==> config.mk <==
export PLATFORM = sky130hd
export DESIGN_NAME = fb_arbiter
export DESIGN_NICKNAME = d
export VERILOG_FILES = /design/src/rtl/fb_pkg.sv /design/src/rtl/fb_pipe_stage.sv /design/src/rtl/fb_arbiter.sv
export SDC_FILE = /design/constraint.sdc
export NUM_CORES = 1
export LEC_CHECK = 0
export ABC_AREA = 1
export CAP_MARGIN = 5
export CORE_MARGIN = 2
export CORE_UTILIZATION = 40
export DETAILED_ROUTE_END_ITERATION = 8
export HOLD_SLACK_MARGIN = 0.08
export PLACE_DENSITY = 0.79
export SETUP_SLACK_MARGIN = 0.2
export SLEW_MARGIN = 20
export SYNTH_ARGS = -nofsm -noshare
export SYNTH_HDL_FRONTEND = slang
export SYNTH_SLANG_ARGS = --single-unit
==> constraint.sdc <==
create_clock -name clk -period 1.5 [get_ports clk]
set_input_delay 0.3 -clock clk [delete_from_list [all_inputs] [get_ports clk]]
set_output_delay 0.3 -clock clk [all_outputs]
set_load 0.01 [all_outputs]
==> src/rtl/fb_pkg.sv <==
// Shared frame-buffer definitions: owner tags carried down the access pipeline
// and default bus widths used by the VGA and CPU bus blocks.
package fb_pkg;

    typedef enum logic [1:0] {
        TAG_NONE   = 2'd0,
        TAG_VGA    = 2'd1,
        TAG_CPU_RD = 2'd2,
        TAG_CPU_WR = 2'd3
    } owner_t;

    localparam int FB_ADDR_W = 15;
    localparam int FB_DATA_W = 8;

    function automatic logic is_read(input owner_t tag);
        return (tag == TAG_VGA) || (tag == TAG_CPU_RD);
    endfunction

endpackage

==> src/rtl/fb_pipe_stage.sv <==
// One access-pipeline stage: owner tag plus an opaque payload, cleared
// asynchronously so in-flight accesses vanish on reset.
module fb_pipe_stage
    import fb_pkg::*;
#(
    parameter int PW = 1
) (
    input  logic          clk,
    input  logic          rst_n,
    input  owner_t        tag_d,
    input  logic [PW-1:0] pay_d,
    output owner_t        tag_q,
    output logic [PW-1:0] pay_q
);

    always_ff @(posedge clk or negedge rst_n) begin
        if (!rst_n) begin
            tag_q <= TAG_NONE;
            pay_q <= '0;
        end else begin
            tag_q <= tag_d;
            pay_q <= pay_d;
        end
    end

endmodule

==> src/rtl/fb_arbiter.sv <==
// Single-port frame-buffer arbiter: VGA has priority, CPU is forced through
// after STARVE_LIMIT waiting cycles; reads return with a fixed 3-cycle latency.
module fb_arbiter
    import fb_pkg::*;
#(
    parameter int ADDR_W       = FB_ADDR_W,
    parameter int DATA_W       = FB_DATA_W,
    parameter int STARVE_LIMIT = 4
) (
    input  logic              clk,
    input  logic              rst_n,
    input  logic              vga_req,
    input  logic [ADDR_W-1:0] vga_addr,
    output logic              vga_ack,
    output logic              vga_rvalid,
    output logic [DATA_W-1:0] vga_rdata,
    input  logic              cpu_valid,
    input  logic              cpu_we,
    input  logic [ADDR_W-1:0] cpu_addr,
    input  logic [DATA_W-1:0] cpu_wdata,
    output logic              cpu_ready,
    output logic              cpu_rvalid,
    output logic [DATA_W-1:0] cpu_rdata,
    output logic              mem_en,
    output logic              mem_we,
    output logic [ADDR_W-1:0] mem_addr,
    output logic [DATA_W-1:0] mem_wdata,
    input  logic [DATA_W-1:0] mem_rdata
);

    localparam int               CNT_W   = $clog2(STARVE_LIMIT + 1);
    localparam logic [CNT_W-1:0] CNT_MAX = CNT_W'(STARVE_LIMIT);
    localparam int               S1_W    = 2 + ADDR_W + DATA_W;

    function automatic logic [CNT_W-1:0] sat_inc(input logic [CNT_W-1:0] v);
        return (v == CNT_MAX) ? v : v + CNT_W'(1);
    endfunction

    logic [CNT_W-1:0] wait_cnt;
    logic             starved;
    logic             vga_acc_p0;
    logic             cpu_acc_p0;
    owner_t           tag_p0;
    owner_t           tag_p1;
    owner_t           tag_p2;
    logic [S1_W-1:0]  pay_p0;
    logic [S1_W-1:0]  pay_p1;
    logic             rd_p2;
    logic             vga_cap_p2;
    logic             cpu_cap_p2;

    // p0: arbitration and acceptance
    assign starved    = cpu_valid && (wait_cnt == CNT_MAX);
    assign cpu_ready  = rst_n && cpu_valid && (starved || !vga_req);
    assign vga_ack    = rst_n && vga_req && !starved;
    assign vga_acc_p0 = vga_req && vga_ack;
    assign cpu_acc_p0 = cpu_valid && cpu_ready;

    // Payload layout {en, we, addr, wdata} so the RAM strobes come straight off flops.
    always_comb begin
        tag_p0 = TAG_NONE;
        pay_p0 = '0;
        if (vga_acc_p0) begin
            tag_p0 = TAG_VGA;
            pay_p0 = {1'b1, 1'b0, vga_addr, {DATA_W{1'b0}}};
        end else if (cpu_acc_p0) begin
            tag_p0 = cpu_we ? TAG_CPU_WR : TAG_CPU_RD;
            pay_p0 = {1'b1, cpu_we, cpu_addr, cpu_wdata};
        end
    end

    always_ff @(posedge clk or negedge rst_n) begin
        if (!rst_n) begin
            wait_cnt <= '0;
        end else if (cpu_acc_p0) begin
            wait_cnt <= '0;
        end else if (cpu_valid) begin
            wait_cnt <= sat_inc(wait_cnt);
        end
    end

    // p1: RAM drive
    fb_pipe_stage #(.PW(S1_W)) u_s1 (
        .clk   (clk),
        .rst_n (rst_n),
        .tag_d (tag_p0),
        .pay_d (pay_p0),
        .tag_q (tag_p1),
        .pay_q (pay_p1)
    );

    assign {mem_en, mem_we, mem_addr, mem_wdata} = pay_p1;

    // p2: RAM data returns this cycle, captured into the owner's read register
    fb_pipe_stage #(.PW(1)) u_s2 (
        .clk   (clk),
        .rst_n (rst_n),
        .tag_d (tag_p1),
        .pay_d (is_read(tag_p1)),
        .tag_q (tag_p2),
        .pay_q (rd_p2)
    );

    assign vga_cap_p2 = rd_p2 && (tag_p2 == TAG_VGA);
    assign cpu_cap_p2 = rd_p2 && (tag_p2 == TAG_CPU_RD);

    always_ff @(posedge clk or negedge rst_n) begin
        if (!rst_n) begin
            vga_rvalid <= 1'b0;
            cpu_rvalid <= 1'b0;
            vga_rdata  <= '0;
            cpu_rdata  <= '0;
        end else begin
            vga_rvalid <= vga_cap_p2;
            cpu_rvalid <= cpu_cap_p2;
            if (vga_cap_p2) vga_rdata <= mem_rdata;
            if (cpu_cap_p2) cpu_rdata <= mem_rdata;
        end
    end

endmodule

==> summary.md <==
| Metric | Value |
|---|---|
| GP Congestion | `0.725` |
| P_sw | `0.00128 W` |
| Detail Route Antenna Nets | `0` |
| Yosys reg bits | `51` |
| Filler instances | `378` |
| Arr. time, crit path | `1.34 ns` |
| N_diodes | `0` |
| Initial drt markers | `109` |
| Comb pwr share | `0.356` |
| Syn. warnings | `0` |
| CTS buffer count | `5` |
| Top cell type's share of synthesized area | `0.642` |
| CP Launch Type | `flop` |
| Sequential power share | `0.446` |
| Worst reg2reg setup slack | `0.19 ns` |
| Via density | `4.61` |
| Total number of vias | `1,774` |
| Detail Placement HPWL | `3.40 mm` |
| Max-Cap Viols | `0` |
| Internal power | `0.00277 W` |
| WS Path Type | `reg -> out` |
| Sw frac | `0.315` |
| Worst VDD drop | `0.507 mV` |
| Die ar. | `5550 µm²` |
| Cell taking the most area after synthesis | `dfrtp_1` |
| Final setup violation count | `2` |
| RSZ-0062 raised after global routing | `true` |
| Fin Setup TNS | `-0.226 ns` |
| Worst EP required | `1.20 ns` |
| Top post-synthesis cells by area | `dfrtp_1 (64%), nand3_1 (8.6%), nand2_1 (7.9%)` |
| Post-Syn Area | `1990 µm²` |
| Total gr overflow | `0` |
| Longest Clk Path Bufs | `2` |
| Final core occ | `0.692` |
| Clock slew at reported path FFs | `0.10 ns` |
| Avg Inst Size Synth | `9.93 µm²` |
| Cells after Synth | `200` |
| Die H | `74.5 µm` |
| Max-Slew Margin vs Limit | `0.607` |
| Core area | `4750 µm²` |
| Register area share after synthesis | `0.642` |
| Slew Viols, Final | `0` |
| DRC Markers | `0` |
| Initial Util | `0.418` |
| Initial antenna violation count | `0` |
| Port bufs | `95` |
| Violations in the final reports | `negative setup slack` |
| Most frequent cells in the layout | `dfrtp_1 (51), clkdlybuf4s50_1 (49), nand2_1 (36)` |
| Layout net count | `370` |
| Syn nets | `253` |
| Setup WS pre-CTS | `-0.457 ns` |
| Final period util | `1.09` |
| Layout Area Growth over Synthesis | `65.6%` |
| Skew final | `0.00358 ns` |
| Clock Latency Late Sink | `0.31 ns` |
| Routed len/inst | `13.3 µm` |
| Final worst setup slack | `-0.142 ns` |
| Status | `complete, but fails checks` |
| Min Tclk post-route | `1.64 ns` |
| Worst Setup End Kind | `output port` |
| CP Max Fanout | `3` |
| Die X-Extent | `74.5 µm` |
| Row count | `25` |
| IO Pins | `96` |
| Post-synthesis cell type count | `16` |
| Vias in the first global route | `1,702` |
| Routed WL | `5.11 mm` |
| PwrDens | `1230 nW/µm²` |
| Share of cells above drive strength 1 | `0.179` |
| P_leak | `1.77 nW` |
| CTS tree | `built` |
| Sink Count | `51` |
| Root Driver | `clkbuf_8` |
| Max Freq | `0.609 GHz` |
| Clk pwr share | `0.198` |
| Worst slew pin tran | `0.589 ns` |
| First-pass GRT wire length | `7.89 mm` |
| Commonest non-fill, non-tap cell in the layout | `dfrtp_1` |
| GRT Total Usage | `0.189` |
| H-tree depth | `2` |
| Final hold violation count | `0` |
| Hold Path Class | `in -> async` |
| Drt first pass iters | `4` |
| Largest net degree at the start of global routing | `51` |
-- layout make-up --
class | count | area [µm²] | share of cell area
Sequential cell | 51 | 1280 | 0.388
Timing Repair Buffer | 118 | 1120 | 0.340
Multi-Input combinational cell | 112 | 616 | 0.187
Inverter | 29 | 109 | 0.0331
Tap cell | 67 | 83.8 | 0.0255
Clock buffer | 5 | 68.8 | 0.0209
Clock inverter | 3 | 18.8 | 0.00571
-- state kept, by name (all words and copies together) (netlist names) --
| signal | count |
|---|---|
| u_s1.pay_q | 25 |
| u_s2.pay_q | 1 |
| wait_cnt | 3 |
| cpu_rvalid | 1 |
| u_s2.tag_q | 2 |
| vga_rvalid | 1 |
| u_s1.tag_q | 2 |
| vga_rdata | 8 |
| cpu_rdata | 8 |
-- cell usage after synthesis --
cell and count:
xor2_1 2, nand2_4 2, ha_1 2, buf_6 2, nor2_2 4, dfrtp_1 51, nand3_2 1, buf_1 1
nand2_1 42, nor2_1 8, buf_2 2, inv_1 27, buf_4 3, inv_2 2, o21ai_0 17, nand3_1 34
-- cells by family (layout without fill, tap and decap cells) --
logic type                 Yosys count  count (layout)  synth area share
AOI/OAI and AO/OA                   17              17            0.0428
DFF                                 51              51             0.642
xor gates and xnor gates             2               2           0.00882
adders and majority gates            2               2            0.0126
buffers and inverters               37             155            0.0844
and+or+nand+nor                     91              91             0.209
-- power groups by stage --
| stage | registers [W] | clock network [W] | logic (W) |
|---|---|---|---|
| floorplan | 0.00194 | 0 | 0.000359 |
| global placement | 0.00181 | 0 | 0.00126 |
| detailed placement | 0.00182 | 0 | 0.00129 |
| CTS | 0.00179 | 0.000812 | 0.00120 |
| global route | 0.00183 | 0.000856 | 0.00159 |
| finish | 0.00180 | 0.000800 | 0.00144 |
-- path summary, 6_finish.rpt --
kind	start	end	depth (start not counted)
max in group asynchronous	rst_n	u_s1.pay_q[1]	3
min	rst_n	cpu_rdata[0]	2
max	wait_cnt[1]	vga_ack	8
min in group clk	u_s1.tag_q[1]	u_s2.tag_q[1]	0
max reg2reg	wait_cnt[0]	wait_cnt[2]	7
min reg2reg	u_s1.tag_q[1]	u_s2.tag_q[1]	0
-- critical path, stage by stage, from the launching register on --
cell,delay [ns]
dfrtp_1,0.40
inv_2,0.07
ha_4,0.15
nand3_4,0.07
nand2_4,0.10
inv_2,0.04
nand2_2,0.07
inv_2,0.03
buf_6,0.11
-- stage by stage --
step,std cells,area [µm²],hold WS (ns),power [W]
floorplan,200,1990,0.00441,0.00230
global placement,366,3050,0.228,0.00306
detailed placement,366,3050,0.232,0.00311
CTS,378,3140,-0.0983,0.00380
global route,385,3290,0.208,0.00428
finish,385,3290,0.155,0.00404
-- timing repair --
item,4_1_cts,5_1_grt
gates resized for setup,58,40
endpoints found under the setup margin,63,49
hold buffers,1,1
setup buffers,3,6
pin swaps,2,11
endpoints found under the hold margin,9,1
-- layer usage --
metal	GRT usage	share of wire	vias to the layer above
li1	-	-	860
met2	0.324	0.53	69
met3	0.0501	0.070	6
met1	0.230	0.39	839
met4	0.0635	0.012	0
met5	0	0	-
(Power assumes the default switching activity.)
